==> src/rtl/psum_ofifo_if.sv <==
// Bus bundle for psum_ofifo: per-column write side, row read side and status flags.
interface psum_ofifo_if #(
    parameter int unsigned COL     = 8,
    parameter int unsigned PSUM_BW = 16,
    parameter int unsigned DEPTH   = 16
);
    logic [COL-1:0]           wr;
    logic [PSUM_BW*COL-1:0]   in;
    logic                     rd;
    logic [PSUM_BW*COL-1:0]   out;
    logic                     o_out_valid;
    logic                     o_valid;
    logic                     o_ready;
    logic                     o_full;
    logic                     o_empty;
    logic [$clog2(DEPTH):0]   o_rows;
    logic [COL-1:0]           o_ovf;
    logic [7:0]               o_drop_cnt;

    modport master (
        output wr, in, rd,
        input  out, o_out_valid, o_valid, o_ready, o_full, o_empty, o_rows, o_ovf, o_drop_cnt
    );

    modport slave (
        input  wr, in, rd,
        output out, o_out_valid, o_valid, o_ready, o_full, o_empty, o_rows, o_ovf, o_drop_cnt
    );
endinterface

==> src/rtl/psum_ofifo.sv <==
// Partial-sum output FIFO: COL independent column buffers drained together as rows.
// Optional overflow status (sticky flags + drop counter) enabled by PSUM_OFIFO_OVF_STATUS_EN.
module psum_ofifo #(
    parameter int unsigned COL     = 8,
    parameter int unsigned PSUM_BW = 16,
    parameter int unsigned DEPTH   = 16
) (
    input  logic               clk,
    input  logic               reset,
    psum_ofifo_if.slave        bus
);
    localparam int unsigned AW = $clog2(DEPTH);
    localparam int unsigned CW = AW + 1;

    logic [AW-1:0]        r_rptr;
    logic [PSUM_BW*COL-1:0] r_out;
    logic                 r_out_valid;

    logic [CW-1:0]        w_cnt  [COL];
    logic [PSUM_BW-1:0]   w_head [COL];
    logic [COL-1:0]       w_full;
    logic [COL-1:0]       w_nonempty;
    logic [COL-1:0]       w_wr_acc;
    logic                 w_valid;
    logic                 w_pop;
    logic [CW-1:0]        w_rows;

    assign w_valid = &w_nonempty;
    assign w_pop   = bus.rd & w_valid;

    // Per-column storage: own write pointer and occupancy, shared read pointer.
    for (genvar g = 0; g < COL; g++) begin : g_col
        logic [AW-1:0]      r_wptr;
        logic [CW-1:0]      r_cnt;
        logic [PSUM_BW-1:0] r_mem [DEPTH];

        assign w_full[g]     = (r_cnt == CW'(DEPTH));
        assign w_nonempty[g] = (r_cnt != '0);
        // A full column still accepts when a row is leaving on the same edge.
        assign w_wr_acc[g]   = bus.wr[g] & (~w_full[g] | w_pop);
        assign w_cnt[g]      = r_cnt;
        assign w_head[g]     = r_mem[r_rptr];

        always_ff @(posedge clk) begin
            if (reset) begin
                r_wptr <= '0;
                r_cnt  <= '0;
            end else begin
                if (w_wr_acc[g]) begin
                    r_wptr <= r_wptr + AW'(1);
                end
                case ({w_wr_acc[g], w_pop})
                    2'b10:   r_cnt <= r_cnt + CW'(1);
                    2'b01:   r_cnt <= r_cnt - CW'(1);
                    default: r_cnt <= r_cnt;
                endcase
            end
        end

        always_ff @(posedge clk) begin
            if (!reset && w_wr_acc[g]) begin
                r_mem[r_wptr] <= bus.in[PSUM_BW*g +: PSUM_BW];
            end
        end
    end

    // Row read side: shared pointer and registered output row.
    always_ff @(posedge clk) begin
        if (reset) begin
            r_rptr      <= '0;
            r_out       <= '0;
            r_out_valid <= 1'b0;
        end else begin
            r_out_valid <= w_pop;
            if (w_pop) begin
                r_rptr <= r_rptr + AW'(1);
                for (int i = 0; i < COL; i++) begin
                    r_out[PSUM_BW*i +: PSUM_BW] <= w_head[i];
                end
            end
        end
    end

    // Complete rows available is the shallowest column.
    always_comb begin
        w_rows = w_cnt[0];
        for (int i = 1; i < COL; i++) begin
            if (w_cnt[i] < w_rows) begin
                w_rows = w_cnt[i];
            end
        end
    end

    assign bus.out         = r_out;
    assign bus.o_out_valid = r_out_valid;
    assign bus.o_valid     = w_valid;
    assign bus.o_full      = |w_full;
    assign bus.o_ready     = ~(|w_full);
    assign bus.o_empty     = ~(|w_nonempty);
    assign bus.o_rows      = w_rows;

`ifdef PSUM_OFIFO_OVF_STATUS_EN
    localparam int unsigned NW = $clog2(COL + 1);

    logic [COL-1:0] r_ovf;
    logic [7:0]     r_drop_cnt;
    logic [COL-1:0] w_drop;
    logic [NW-1:0]  w_ndrop;
    logic [8:0]     w_sum;

    assign w_drop = bus.wr & ~w_wr_acc;

    always_comb begin
        w_ndrop = '0;
        for (int i = 0; i < COL; i++) begin
            w_ndrop = w_ndrop + NW'(w_drop[i]);
        end
    end

    assign w_sum = 9'(r_drop_cnt) + 9'(w_ndrop);

    // Sticky per-column flags and a saturating drop counter.
    always_ff @(posedge clk) begin
        if (reset) begin
            r_ovf      <= '0;
            r_drop_cnt <= '0;
        end else begin
            r_ovf      <= r_ovf | w_drop;
            r_drop_cnt <= (w_sum > 9'd255) ? 8'hFF : w_sum[7:0];
        end
    end

    assign bus.o_ovf      = r_ovf;
    assign bus.o_drop_cnt = r_drop_cnt;
`else
    assign bus.o_ovf      = '0;
    assign bus.o_drop_cnt = '0;
`endif

endmodule
==> src/flat_wrapper.sv <==
// flat-port wrapper written by rule: the top's interface ports become plain ports
module psum_ofifo_flat 
#(
    parameter int unsigned COL     = 8,
    parameter int unsigned PSUM_BW = 16,
    parameter int unsigned DEPTH   = 16
)
  (clk, reset, bus_wr, bus_in, bus_rd, bus_out, bus_o_out_valid, bus_o_valid, bus_o_ready, bus_o_full, bus_o_empty, bus_o_rows, bus_o_ovf, bus_o_drop_cnt);
  psum_ofifo_if #(.COL(COL), .PSUM_BW(PSUM_BW), .DEPTH(DEPTH)) bus_i ();
  input  logic clk;
  input  logic reset;
  input wire logic [$bits(bus_i.wr)-1:0] bus_wr;
  input wire logic [$bits(bus_i.in)-1:0] bus_in;
  input wire logic [$bits(bus_i.rd)-1:0] bus_rd;
  output wire logic [$bits(bus_i.out)-1:0] bus_out;
  output wire logic [$bits(bus_i.o_out_valid)-1:0] bus_o_out_valid;
  output wire logic [$bits(bus_i.o_valid)-1:0] bus_o_valid;
  output wire logic [$bits(bus_i.o_ready)-1:0] bus_o_ready;
  output wire logic [$bits(bus_i.o_full)-1:0] bus_o_full;
  output wire logic [$bits(bus_i.o_empty)-1:0] bus_o_empty;
  output wire logic [$bits(bus_i.o_rows)-1:0] bus_o_rows;
  output wire logic [$bits(bus_i.o_ovf)-1:0] bus_o_ovf;
  output wire logic [$bits(bus_i.o_drop_cnt)-1:0] bus_o_drop_cnt;
  assign bus_i.wr = bus_wr;
  assign bus_i.in = bus_in;
  assign bus_i.rd = bus_rd;
  assign bus_out = bus_i.out;
  assign bus_o_out_valid = bus_i.o_out_valid;
  assign bus_o_valid = bus_i.o_valid;
  assign bus_o_ready = bus_i.o_ready;
  assign bus_o_full = bus_i.o_full;
  assign bus_o_empty = bus_i.o_empty;
  assign bus_o_rows = bus_i.o_rows;
  assign bus_o_ovf = bus_i.o_ovf;
  assign bus_o_drop_cnt = bus_i.o_drop_cnt;
  psum_ofifo #(.COL(COL), .PSUM_BW(PSUM_BW), .DEPTH(DEPTH)) u_core (.clk(clk), .reset(reset), .bus(bus_i));
endmodule
==> config.mk <==
export PLATFORM = sky130hd
export DESIGN_NAME = psum_ofifo_flat
export DESIGN_NICKNAME = d
export VERILOG_FILES = /design/src/rtl/psum_ofifo_if.sv /design/src/rtl/psum_ofifo.sv /design/src/flat_wrapper.sv
export SDC_FILE = /design/constraint.sdc
export NUM_CORES = 2
export LEC_CHECK = 0
export ABC_AREA = 1
export CAP_MARGIN = 40
export CELL_PAD_IN_SITES_DETAIL_PLACEMENT = 0
export CELL_PAD_IN_SITES_GLOBAL_PLACEMENT = 1
export CORE_UTILIZATION = 47
export DETAILED_ROUTE_END_ITERATION = 7
export PLACE_DENSITY = 0.74
export SLEW_MARGIN = 40
export SYNTH_ARGS = -nofsm -noshare
export SYNTH_HDL_FRONTEND = slang
export SYNTH_SLANG_ARGS = --single-unit
==> constraint.sdc <==
create_clock -name clk -period 18.43 [get_ports clk]
set_input_delay 3.686 -clock clk [delete_from_list [all_inputs] [get_ports clk]]
set_output_delay 3.686 -clock clk [all_outputs]
set_load 0.02 [all_outputs]
==> run metrics <==
top-area cell type share of the netlist area=0.692; Main synth FF type=edfxtp_1; TritonCTS Sinks=approximately 2.3k; initial antenna violation count=33; Hold Vio Cnt, Final=0; worst r2r dst=u_core.g_col[4].r_mem[12][7]; WL/cell=24.2 um; cell mode on critical path=nand2_1; Die H=approximately 440 um; final instance area=roughly 0.10 mm2; r2r startpoint=u_core.g_col[1].r_cnt[3]; synth top area cells=edfxtp_1 (69%), o21ai_0 (6.9%), nor2_1 (5.1%), dfxtp_1 (4.6%), o221ai_1 (2.5%); CTS Buf Count=about 230; CTS root buffer=clkbuf_16; largest net degree at the start of global routing=between 200 and 250; Die Footprint=around 0.19 mm2; Critical Path Source=u_core.g_col[0].r_cnt[3]; Power per Cell Area=about 110 mW/mm2; kind of critical path=reg2out; first-pass GRT wire length=between 300000 and 400000 um; Tmin final=12.43 ns; Clock Skew=between 0.05 and 0.06 ns; syn avg cell area=about 13 um2; MaxCap Viol Count=0; Combinational Power Share=0.091; flops & latches, synth=about 2.3k; Port Buffers=~280; Post CTS Setup Buffer Count=0; maximum fanout along the worst path=10; Setup crit end kind=primary output; Worst-Margin Slew=0.885 ns; Max clock buf depth=3; core area=~0.19 mm2; crit share post-route=0.675; Post-CTS Hold Buffers=0; Required @ worst endpoint=between 10 and 15 ns; Critical Path Start Type=register; clock transition at the registers of the reported paths=about 0.06 ns; static leakage power=33.0 nW; failing checks=design-rule violations; Slew headroom=0.410; dpl cells=9222; drt first pass iters=8; Slowest Stage Delay on Critical Path=approximately 0.60 ns; Post-DP Area=around 0.095 mm2; FP Rows=approximately 160; sequential share of power=0.508; Hold Crit Class=reg2reg; total power=0.0111 W; H-Tree Depth=4; Initial Util=0.473; cell taking the most area after synthesis=edfxtp_1; drt via density=around 5.9; synth-to-layout area growth=15.1%; global placement routability congestion=just under 0.8; Clock Latency Late Sink=between 0.8 and 0.9 ns; Top-Level Pins=293; critical path's slowest cell=clkdlybuf4s50_1; share of layout cells above drive strength 1=0.0978; nets@finish=7177; fmax=about 0.08 GHz; endpoints failing setup=0; post-synthesis sequential area ratio=0.738; total of warnings raised by yosys=0; Setup crit end=bus_o_rows[2]; Switch Pwr=~0.0026 W; WP data arrival=8.75 ns; CTS tree=done; Antenna Nets Post-Route=0; Post-synth EDFFs=between 2k and 2.5k; non-filler cells, final=approximately 9.7k; Clock Power Share=0.401; hold wc startpoint=u_core.g_col[1].r_wptr[1]; VDD IR-drop max=0.361 mV; number of global-route vias before repair=54.9k; setup TNS=0 ns; CTS resizes=0; status=finished, violations left; via count=56.9k; total gr overflow=0; most frequent cells in the layout=edfxtp_1 (2048), o21ai_0 (1234), nor2_1 (1090); Remaining DRCs=58; detailed placement HPWL=~120000 um; die width=around 440 um; drt first-iter violations=between 5k and 6k; Async SR Flop Fraction=0; WHS=approximately 0.51 ns; Synth Instances=about 6.8k; Max Slew Vio Count=0; Total Routed Length=234000 um; Pint=about 0.0085 W; commonest non-fill, non-tap cell in the layout=edfxtp_1; Switching Share=0.237; cell area after synthesis=0.0889 mm2; post-synthesis cell type count=between 40 and 50; RSZ-0062 raised after global routing=false; reg2reg setup slack=14.39 ns; Total GRT Usage=0.240; fill cell count=between 15k and 20k; R2R cell count=13
-- power by group through the flow --
stage	logic [W]	clock network, W	registers, W
floorplan	0.000669	0	0.00576
global placement	0.000983	0	0.00577
detailed placement	0.00101	0	0.00577
CTS	0.00101	0.00455	0.00566
global route	0.00113	0.00474	0.00566
finish	0.00102	0.00447	0.00566
-- critical path: cells and delay by family (launching register included) --
family	cells	cell delay [ns]
adders and majority gates	7	2.08
and+or+nand+nor	22	2.16
AOI/OAI and AO/OA	11	2.37
buffers and inverters	4	0.82
DFF	1	0.40
-- cell usage after synthesis (all sizes together), types with 3 or more instances --
cell type	number
a211oi	15
a21oi	72
a31oi	131
a32o	3
buf	31
clkbuf	468
dfxtp	205
edfxtp	2048
fa	8
ha	73
inv	142
nand2	211
nand3	89
nand4	20
nor2	1214
nor3	8
nor4	11
o211ai	254
o21a	3
o21ai	1239
o221ai	253
o22ai	260
xor2	12
-- stage by stage --
step / setup WS [ns] / util
4_1_cts: 5.66 / 0.544
6_report: 6.00 / 0.545
2_1_floorplan: 8.09 / -
3_3_place_gp: 6.78 / 0.503
3_5_place_dp: 6.66 / 0.505
5_1_grt: 5.20 / 0.545
-- sequential cells by signal, indices dropped and copies added, names as in the netlist --
register / cells
u_core.g_col.r_mem: 2048
u_core.bus.out: 128
u_core.g_col.r_cnt: 40
u_core.g_col.r_wptr: 32
u_core.r_rptr: 4
u_core.bus.o_out_valid: 1
-- routing by layer --
layer	track usage	wire length, um
met1	0.325	99400
met2	0.399	115000
met3	0.0340	13700
met4	0.0774	5970
met5	0	143
-- worst min path at each step --
stage | end | slack [ns] | cells after the start
after floorplan | u_core.g_col[5].r_cnt[0] | 0.46 | 1
after global placement | u_core.g_col[6].r_cnt[0] | 0.48 | 1
after detailed placement | u_core.g_col[5].r_cnt[0] | 0.48 | 1
after CTS | u_core.g_col[5].r_cnt[0] | 0.51 | 1
after global routing | u_core.g_col[5].r_cnt[0] | 0.52 | 1
final | u_core.g_col[1].r_wptr[3] | 0.51 | 2
-- kinds of logic after synthesis --
logic type                 share of synthesized area
AOI/OAI and AO/OA                              0.150
xor gates and xnor gates                     0.00138
adders and majority gates                     0.0121
buffers and inverters                         0.0278
DFF                                            0.738
other                                      0.0000422
and+or+nand+nor                               0.0705
-- area by class of cell --
type	count	area [um2]	share of cell area
Multi-Input combinational cell	3897	21300	0.208
Clock inverter	141	1150	0.0112
Inverter	144	606	0.00592
Antenna cell	10	25.0	0.000245
Sequential cell	2253	65600	0.641
Tap cell	2495	3120	0.0305
Clock buffer	287	6150	0.0601
Timing Repair Buffer	436	4360	0.0426
(Power assumes the default switching activity.)
